--- src/rtl/revaluate_scheduler.sv ---
// Multi-generation sequencer: seeds the board, then repeatedly launches the engine and
// feeds each result back in until the programmed generation count has run.
// Optional feature: define REVALUATE_EARLY_STOP_EN to stop early when a generation returns an unchanged board.
module revaluate_scheduler #(
    parameter int NUM_CELLS = 64,
    parameter int GEN_W     = 8
) (
    input  logic                 clk_i,
    input  logic                 rst_ni,
    input  logic                 start_i,
    input  logic [GEN_W-1:0]     gens_i,
    input  logic [NUM_CELLS-1:0] seed_i,
    output logic                 eng_start_o,
    input  logic                 eng_done_i,
    output logic [NUM_CELLS-1:0] eng_data_in_o,
    input  logic [NUM_CELLS-1:0] eng_data_out_i,
    output logic                 busy_o,
    output logic                 done_o,
    output logic [NUM_CELLS-1:0] board_o,
    output logic [GEN_W-1:0]     gen_count_o,
    output logic                 stable_o
);

    // state    | meaning
    // S_IDLE   | waiting for start
    // S_LAUNCH | one-cycle engine start pulse
    // S_WAIT   | engine running, board held on eng_data_in
    // S_FINISH | one-cycle done pulse
    typedef enum logic [1:0] {
        S_IDLE   = 2'd0,
        S_LAUNCH = 2'd1,
        S_WAIT   = 2'd2,
        S_FINISH = 2'd3
    } state_t;

    state_t               state_q, state_d;
    logic [NUM_CELLS-1:0] board_q, board_d;
    logic [GEN_W-1:0]     gen_count_q, gen_count_d;
    logic [GEN_W-1:0]     target_q, target_d;
    logic [GEN_W-1:0]     gen_inc;

`ifdef REVALUATE_EARLY_STOP_EN
    logic stable_q, stable_d;
`endif

    assign gen_inc = gen_count_q + GEN_W'(1);

    always_ff @(posedge clk_i or negedge rst_ni) begin
        if (!rst_ni) begin
            state_q     <= S_IDLE;
            board_q     <= '0;
            gen_count_q <= '0;
            target_q    <= '0;
`ifdef REVALUATE_EARLY_STOP_EN
            stable_q    <= 1'b0;
`endif
        end else begin
            state_q     <= state_d;
            board_q     <= board_d;
            gen_count_q <= gen_count_d;
            target_q    <= target_d;
`ifdef REVALUATE_EARLY_STOP_EN
            stable_q    <= stable_d;
`endif
        end
    end

    always_comb begin
        state_d     = state_q;
        board_d     = board_q;
        gen_count_d = gen_count_q;
        target_d    = target_q;
`ifdef REVALUATE_EARLY_STOP_EN
        stable_d    = stable_q;
`endif
        case (state_q)
            S_IDLE: begin
                if (start_i) begin
                    board_d     = seed_i;
                    gen_count_d = '0;
`ifdef REVALUATE_EARLY_STOP_EN
                    stable_d    = 1'b0;
`endif
                    if (gens_i == '0) begin
                        state_d = S_FINISH;
                    end else begin
                        target_d = gens_i;
                        state_d  = S_LAUNCH;
                    end
                end
            end
            S_LAUNCH: state_d = S_WAIT;
            S_WAIT: begin
                if (eng_done_i) begin
                    board_d     = eng_data_out_i;
                    gen_count_d = gen_inc;
                    state_d     = (gen_inc == target_q) ? S_FINISH : S_LAUNCH;
`ifdef REVALUATE_EARLY_STOP_EN
                    // a still life will never change again, so stop regardless of target
                    if (eng_data_out_i == board_q) begin
                        stable_d = 1'b1;
                        state_d  = S_FINISH;
                    end
`endif
                end
            end
            S_FINISH: state_d = S_IDLE;
            default:  state_d = S_IDLE;
        endcase
    end

    assign eng_start_o   = (state_q == S_LAUNCH);
    assign done_o        = (state_q == S_FINISH);
    assign busy_o        = (state_q != S_IDLE);
    assign eng_data_in_o = board_q;
    assign board_o       = board_q;
    assign gen_count_o   = gen_count_q;
`ifdef REVALUATE_EARLY_STOP_EN
    assign stable_o      = stable_q;
`else
    assign stable_o      = 1'b0;
`endif

endmodule

--- config.mk ---
export PLATFORM = sky130hd
export DESIGN_NAME = revaluate_scheduler
export DESIGN_NICKNAME = d
export VERILOG_FILES = /design/src/rtl/revaluate_scheduler.sv
export SDC_FILE = /design/constraint.sdc
export NUM_CORES = 1
export LEC_CHECK = 0
export ABC_AREA = 0
export CORE_UTILIZATION = 30
export CTS_CLUSTER_DIAMETER = 200
export DETAILED_ROUTE_END_ITERATION = 10
export PLACE_DENSITY_LB_ADDON = 0.05
export SLEW_MARGIN = 15
export SYNTH_ARGS = -nofsm -noshare
export SYNTH_HDL_FRONTEND = slang
export SYNTH_SLANG_ARGS = --single-unit
--- constraint.sdc ---
create_clock -name clk_i -period 2.22 [get_ports clk_i]
set_clock_uncertainty 0.2 [all_clocks]
set_input_delay 0.444 -clock clk_i [delete_from_list [all_inputs] [get_ports clk_i]]
set_output_delay 0.444 -clock clk_i [all_outputs]
set_load 0.005 [all_outputs]
==> key figures <==
Outcome
  • Run status: complete, no violations

Placed design
  • Dpl hpwl: approximately 11000 um
  • Gpl congestion: between 0.8 and 0.9
  • Port Buffers: approximately 280
  • Worst slack, placed: -198 ps

STA
  • RSZ-0062 raised after global routing: false
  • Slew margin rel.: 0.564
  • Final period utilization: 0.959
  • Slew @ Worst Pin: between 600 and 700 ps
  • Final hold violations: 0
  • Final Setup Violations: 0
  • Slew Viols, Final: 0
  • Fmax: ~0.47 GHz
  • Fin worst setup slack: 90.4 ps
  • Post-layout min period: between 2000 and 2500 ps
  • Post-route setup TNS: 0 ps

CTS
  • Root Buffer Master: clkbuf_16
  • Postcts setup bufs: 0
  • Clock Path Buffers: 2
  • H-Tree Depth: 3
  • CTS tree: built
  • Number of clock sinks: 82
  • Skew-Pair Late Insertion Delay: ~340 ps
  • Worst-path clk slew: approximately 60 ps
  • CTS buffer count: 9

Global routing
  • Total track usage: 0.185
  • Number of global-route vias before repair: about 4k
  • Largest net degree at the start of global routing: a little over 60
  • Global-route wire length before repair: roughly 21000 um
  • Initial antenna violation count: 0
  • Global route total overflow: 0

Drt
  • Antenna viol nets, final: 0
  • Residual DRC: 0
  • DR WL/cell: between 15 and 20 um
  • Vias per inst: around 4.6
  • DRT Wirelength: around 14000 um
  • Initial DRC count: ~150
  • Pre-Repair DR Iteration Count: 4
  • Via Count: ~4.2k

Logic synthesis
  • Synthesized area: ~4400 um^2
  • Sequential-to-total area share from yosys stat: 0.470
  • Avg Cell Area, Syn: 8.53 um^2
  • Total nets after synthesis: around 650
  • Synth Register Bits: 82
  • Post-synth EDFFs: 0
  • Cell taking the most area after synthesis: dfrtp_1
  • Synth top area share: 0.470
  • Asr flop ratio synth: 1.00
  • Ranking of synthesized cells by area: dfrtp_1 (47%), buf_4 (12%), nand2_1 (12%), a31oi_1 (9.3%), nor2_1 (5.9%)
  • Post-Synthesis Cells: 512
  • Ys Warns: 0
  • Cell variety after synth: 40
  • Main synth FF type: dfrtp_1

Cells and area
  • Layout cell share with drive strength beyond 1: 0.0672
  • Commonest non-fill, non-tap cell in the layout: clkdlybuf4s50_1
  • Most frequent cells in the layout: clkdlybuf4s50_1 (276), nand2_1 (134), dfrtp_1 (82)
  • Final core occ: 0.516
  • Final nets: ~870
  • FILL cells: 1288
  • Synth-to-Final Area Change: 65.9%
  • Diode count: 0

Hold path
  • Hold Path Stages: 1
  • Min-delay worst type: reg -> reg

Die
  • Die Height: approximately 120 um
  • Core footprint: 14000 um^2
  • Die width: ~120 um
  • Starting density of the core: 0.311
  • Full die area: between 15000 and 20000 um^2
  • # rows: 43
  • Num ports: 280

Setup path
  • Critical Path AT: roughly 1500 ps
  • Largest fanout on the critical path: 4
  • Setup crit end kind: output port
  • Kind of critical path: reg -> out
  • Critical path launch point type: flop
  • Reg2Reg Depth: 6
  • Worst Path Required: ~1600 ps

Power
  • Peak supply drop: just under 0.7 mV
  • Leak: between 2 and 3 nW
  • Pwr dens: approximately 1300 nW/um^2

Job
  • Max Cap Violations: 0
==> critical path, cell delays in order (launching register included) <==
cell             delay, ps
dfrtp_1                380
buf_4                  140
and2_1                 120
clkdlybuf4s50_1        510
==> final cells by class <==
type / instances / area (um^2) / share of cell area
flip-flops and latches: 82 / 2050 / 0.283
well taps: 180 / 225 / 0.0311
inverters: 2 / 10.0 / 0.00138
multi-input cells: 332 / 1690 / 0.233
clock buffers: 12 / 246 / 0.0340
repair buffers: 298 / 2990 / 0.412
clock inverters: 3 / 40.0 / 0.00553
==> cells by family after synthesis <==
logic type,count (synthesis),share of synthesized area
DFF,82,0.470
and+or+nand+nor,223,0.205
muxes,10,0.0252
AOI/OAI and AO/OA,86,0.127
buffers and inverters,98,0.147
other,1,0.000859
xor gates and xnor gates,11,0.0221
adders and majority gates,1,0.00286
==> power breakdown <==
group	total [mW]	internal, mW	switching (mW)
logic	4.86	3.02	1.84
registers	2.82	2.19	0.621
clock network	1.46	0.892	0.571
total	9.14	6.10	3.03
==> path summary, 6_finish.rpt <==
| kind | start | endpoint | slack, ps |
|---|---|---|---|
| max | state_q[1]$_DFFE_PN0P_ | done_o | 90 |
| min | target_q[7]$_DFFE_PN0P_ | target_q[7]$_DFFE_PN0P_ | 330 |
| max reg2reg | gen_count_o[0]$_DFFE_PN0P_ | state_q[1]$_DFFE_PN0P_ | 190 |
| min reg2reg | target_q[7]$_DFFE_PN0P_ | target_q[7]$_DFFE_PN0P_ | 330 |
| max in group asynchronous | rst_ni | state_q[0]$_DFFE_PN0P_ | 840 |
| min in group asynchronous | rst_ni | board_o[51]$_DFFE_PN0P_ | 390 |
==> through the flow <==
step | power, mW | hold slack, ps | cell area (um^2) | std cells
after floorplan | 5.29 | -51.6 | 4370 | 512
after global placement | 7.72 | 195 | 6940 | 893
after detailed placement | 7.79 | 203 | 6940 | 893
after CTS | 9.30 | 341 | 7240 | 909
after global routing | 9.89 | 363 | 7240 | 909
final | 9.14 | 332 | 7240 | 909
==> what timing repair did <==
item / in CTS / in global routing
resized for setup: 0 / 2
hold endpoints to repair: 26 / 0
endpoints found under the setup margin: 0 / 2
hold buffers: 1 / 0
==> sequential cells by signal (all words and copies together), names as in the netlist <==
| register | count |
|---|---|
| state_q | 2 |
| gen_count_o | 8 |
| board_o | 64 |
| target_q | 8 |
==> routing by layer <==
metal  global-route usage  share of wire
met5                    0              0
met4               0.0777          0.023
met3               0.0441          0.069
met2                0.316           0.50
met1                0.220           0.41
==> Yosys cell counts (2+ instances only) <==
cell and number:
and4_4 2, nand3_1 3, clkbuf_1 13, o31ai_1 4
o21ai_0 8, and3_1 2, a31oi_1 65, mux2_2 8
nor4_1 2, mux2i_1 2, nor2b_1 2, dfrtp_1 82
nor2_1 69, nand2_1 134, xnor2_1 7, buf_4 68
xor2_1 4, buf_2 15
No activity file was read; power rests on OpenSTA's default activity.
==> RTL change, RTL diff (config.mk and constraints unchanged) <==
Set the parameter `GEN_W` to 6 (it was 8).
--- a/src/rtl/revaluate_scheduler.sv
+++ b/src/rtl/revaluate_scheduler.sv
@@ -4,5 +4,5 @@
 module revaluate_scheduler #(
     parameter int NUM_CELLS = 64,
-    parameter int GEN_W     = 8
+    parameter int GEN_W     = 6
 ) (
     input  logic                 clk_i,
Ports: changed (resized gen_count_o and gens_i); port bits go from 280 to 276. No check against the original RTL was run, so the function may have changed too.
==> RTL change against the unedited design <==
Setup slack got worse by 0.037 ns; sequential share of layout area fell by 0.53 points; design area fell by 2.9%; critical path depth fell by 1; synthesized area fell by 2.6%; via count fell by 15%; routed wire length fell by 11%; sequential cell count fell by 4; non-clock buffer count fell by 8; global-route usage fell by 1.3 points; first-iteration DRC count fell by 23%; power fell by 4.8%; critical path type unchanged; count of clock-buffer cells in the layout rose by 2.
==> RTL change: results (changes against the unedited design) <==
[run_status]
run_status = complete, no violations

[drt]
wl_met1_um = 4990  ; -13%
wirelength_um = 12500  ; -11%
first_iter_violations = 114  ; -23%

[setup_path]
cp_top_family = flip-flops
path_max_fanout = 8  ; +4
reg2reg_depth = 5  ; -1
endpoint = busy_o
critPathLaunch = state_q[0]
ff2ff_setup_slack_ns = 0.36  ; +0.17 ns
critical_path_arrival_ns = 1.52  ; +0.03 ns
cpMaxStageDelayCell = dfrtp_2

[grt]
grt_max_degree = 57  ; -6.6%
use_met3_pct = 4.42  ; about the same
grt_usage_pct = 17.2  ; -1.3 points
grt.met1_usage_pct = 20.0  ; -2.1 points
grt_pass1_wl_um = 19200  ; -8.5%
first_global_vias = 3640  ; -7.6%
grt.met2_usage_pct = 30.3  ; -1.3 points

[power]
p_sw_share_pct = 32.1  ; -1.1 points
ir_worst_vdd_mv = 0.476  ; -29%
seq-power_w = 0.00272  ; -4%
power_w = 0.00870  ; -4.8%
p_leak_nw = 2.86  ; -4.3%
power_frac_comb_pct = 53.0  ; -0.2 points

[placement]
io_buffers = 274  ; -1.4%
placed_cells = 795  ; -11%
placed_area_um2 = 6740  ; -3.0%
gp_congestion = 0.752  ; -6.5%
detailedPlace.worstSlack_ns = 0.00624  ; +0.204 ns

[synthesis]
yosysSeqAreaShare_pct = 45.9  ; -1.1 points
synth_area_per_cell_um2 = 10.2  ; +20%
synth_fa_ha_area_share_pct = 0.294  ; +0.0078 points
ys_seq_elements = 78  ; -4.9%
synth-xor-area-share_pct = 1.85  ; -0.35 points
synth_area_leaders = dfrtp_1 (46%), mux2i_1 (15%), buf_4 (11%)
synth_nets = 556  ; -15%

[cells_and_area]
nets = 768  ; -11%
regArea_um2 = 1950  ; -4.8%
final-nonclk-buf-share_pct = 41.8  ; +0.57 points
final_cells = 813  ; -11%
clkbuf_count = 14  ; +2
num-nonclk-buffers = 290  ; -2.7%
multi_input_area_um2 = 1640  ; -2.8%

[timing]
max_freq_mhz = 462  ; -1.7%

[floorplan]
die_w_um = 121  ; -1.3%

RTL change: worst register-to-register path, cell delays in order, from the launching register on:
cell	delay [ns]
dfrtp_1	0.46
ha_1	0.32
xor2_1	0.19
o2111ai_1	0.16
o21ai_0	0.16
o31ai_2	0.28
RTL change: worst min-delay path by stage:
stage / from / slack (ns) / depth (start not counted) / end
6_report: board_o[53] / 0.31 / 2 / board_o[53]
3_3_place_gp: rst_ni / 0.25 / 2 / board_o[14]
2_1_floorplan: rst_ni / -0.05 / 0 / board_o[0]
3_5_place_dp: rst_ni / 0.24 / 2 / board_o[14]
4_1_cts: board_o[9] / 0.32 / 2 / board_o[9]
5_1_grt: board_o[13] / 0.34 / 2 / board_o[13]
RTL change: what timing repair did:
item | CTS | global route
gates resized for setup | 0 | 2
endpoints found under the hold margin | 78 | 0
hold buffers | 1 | 0
endpoints found under the setup margin | 0 | 2
buffers inserted | 0 | 2
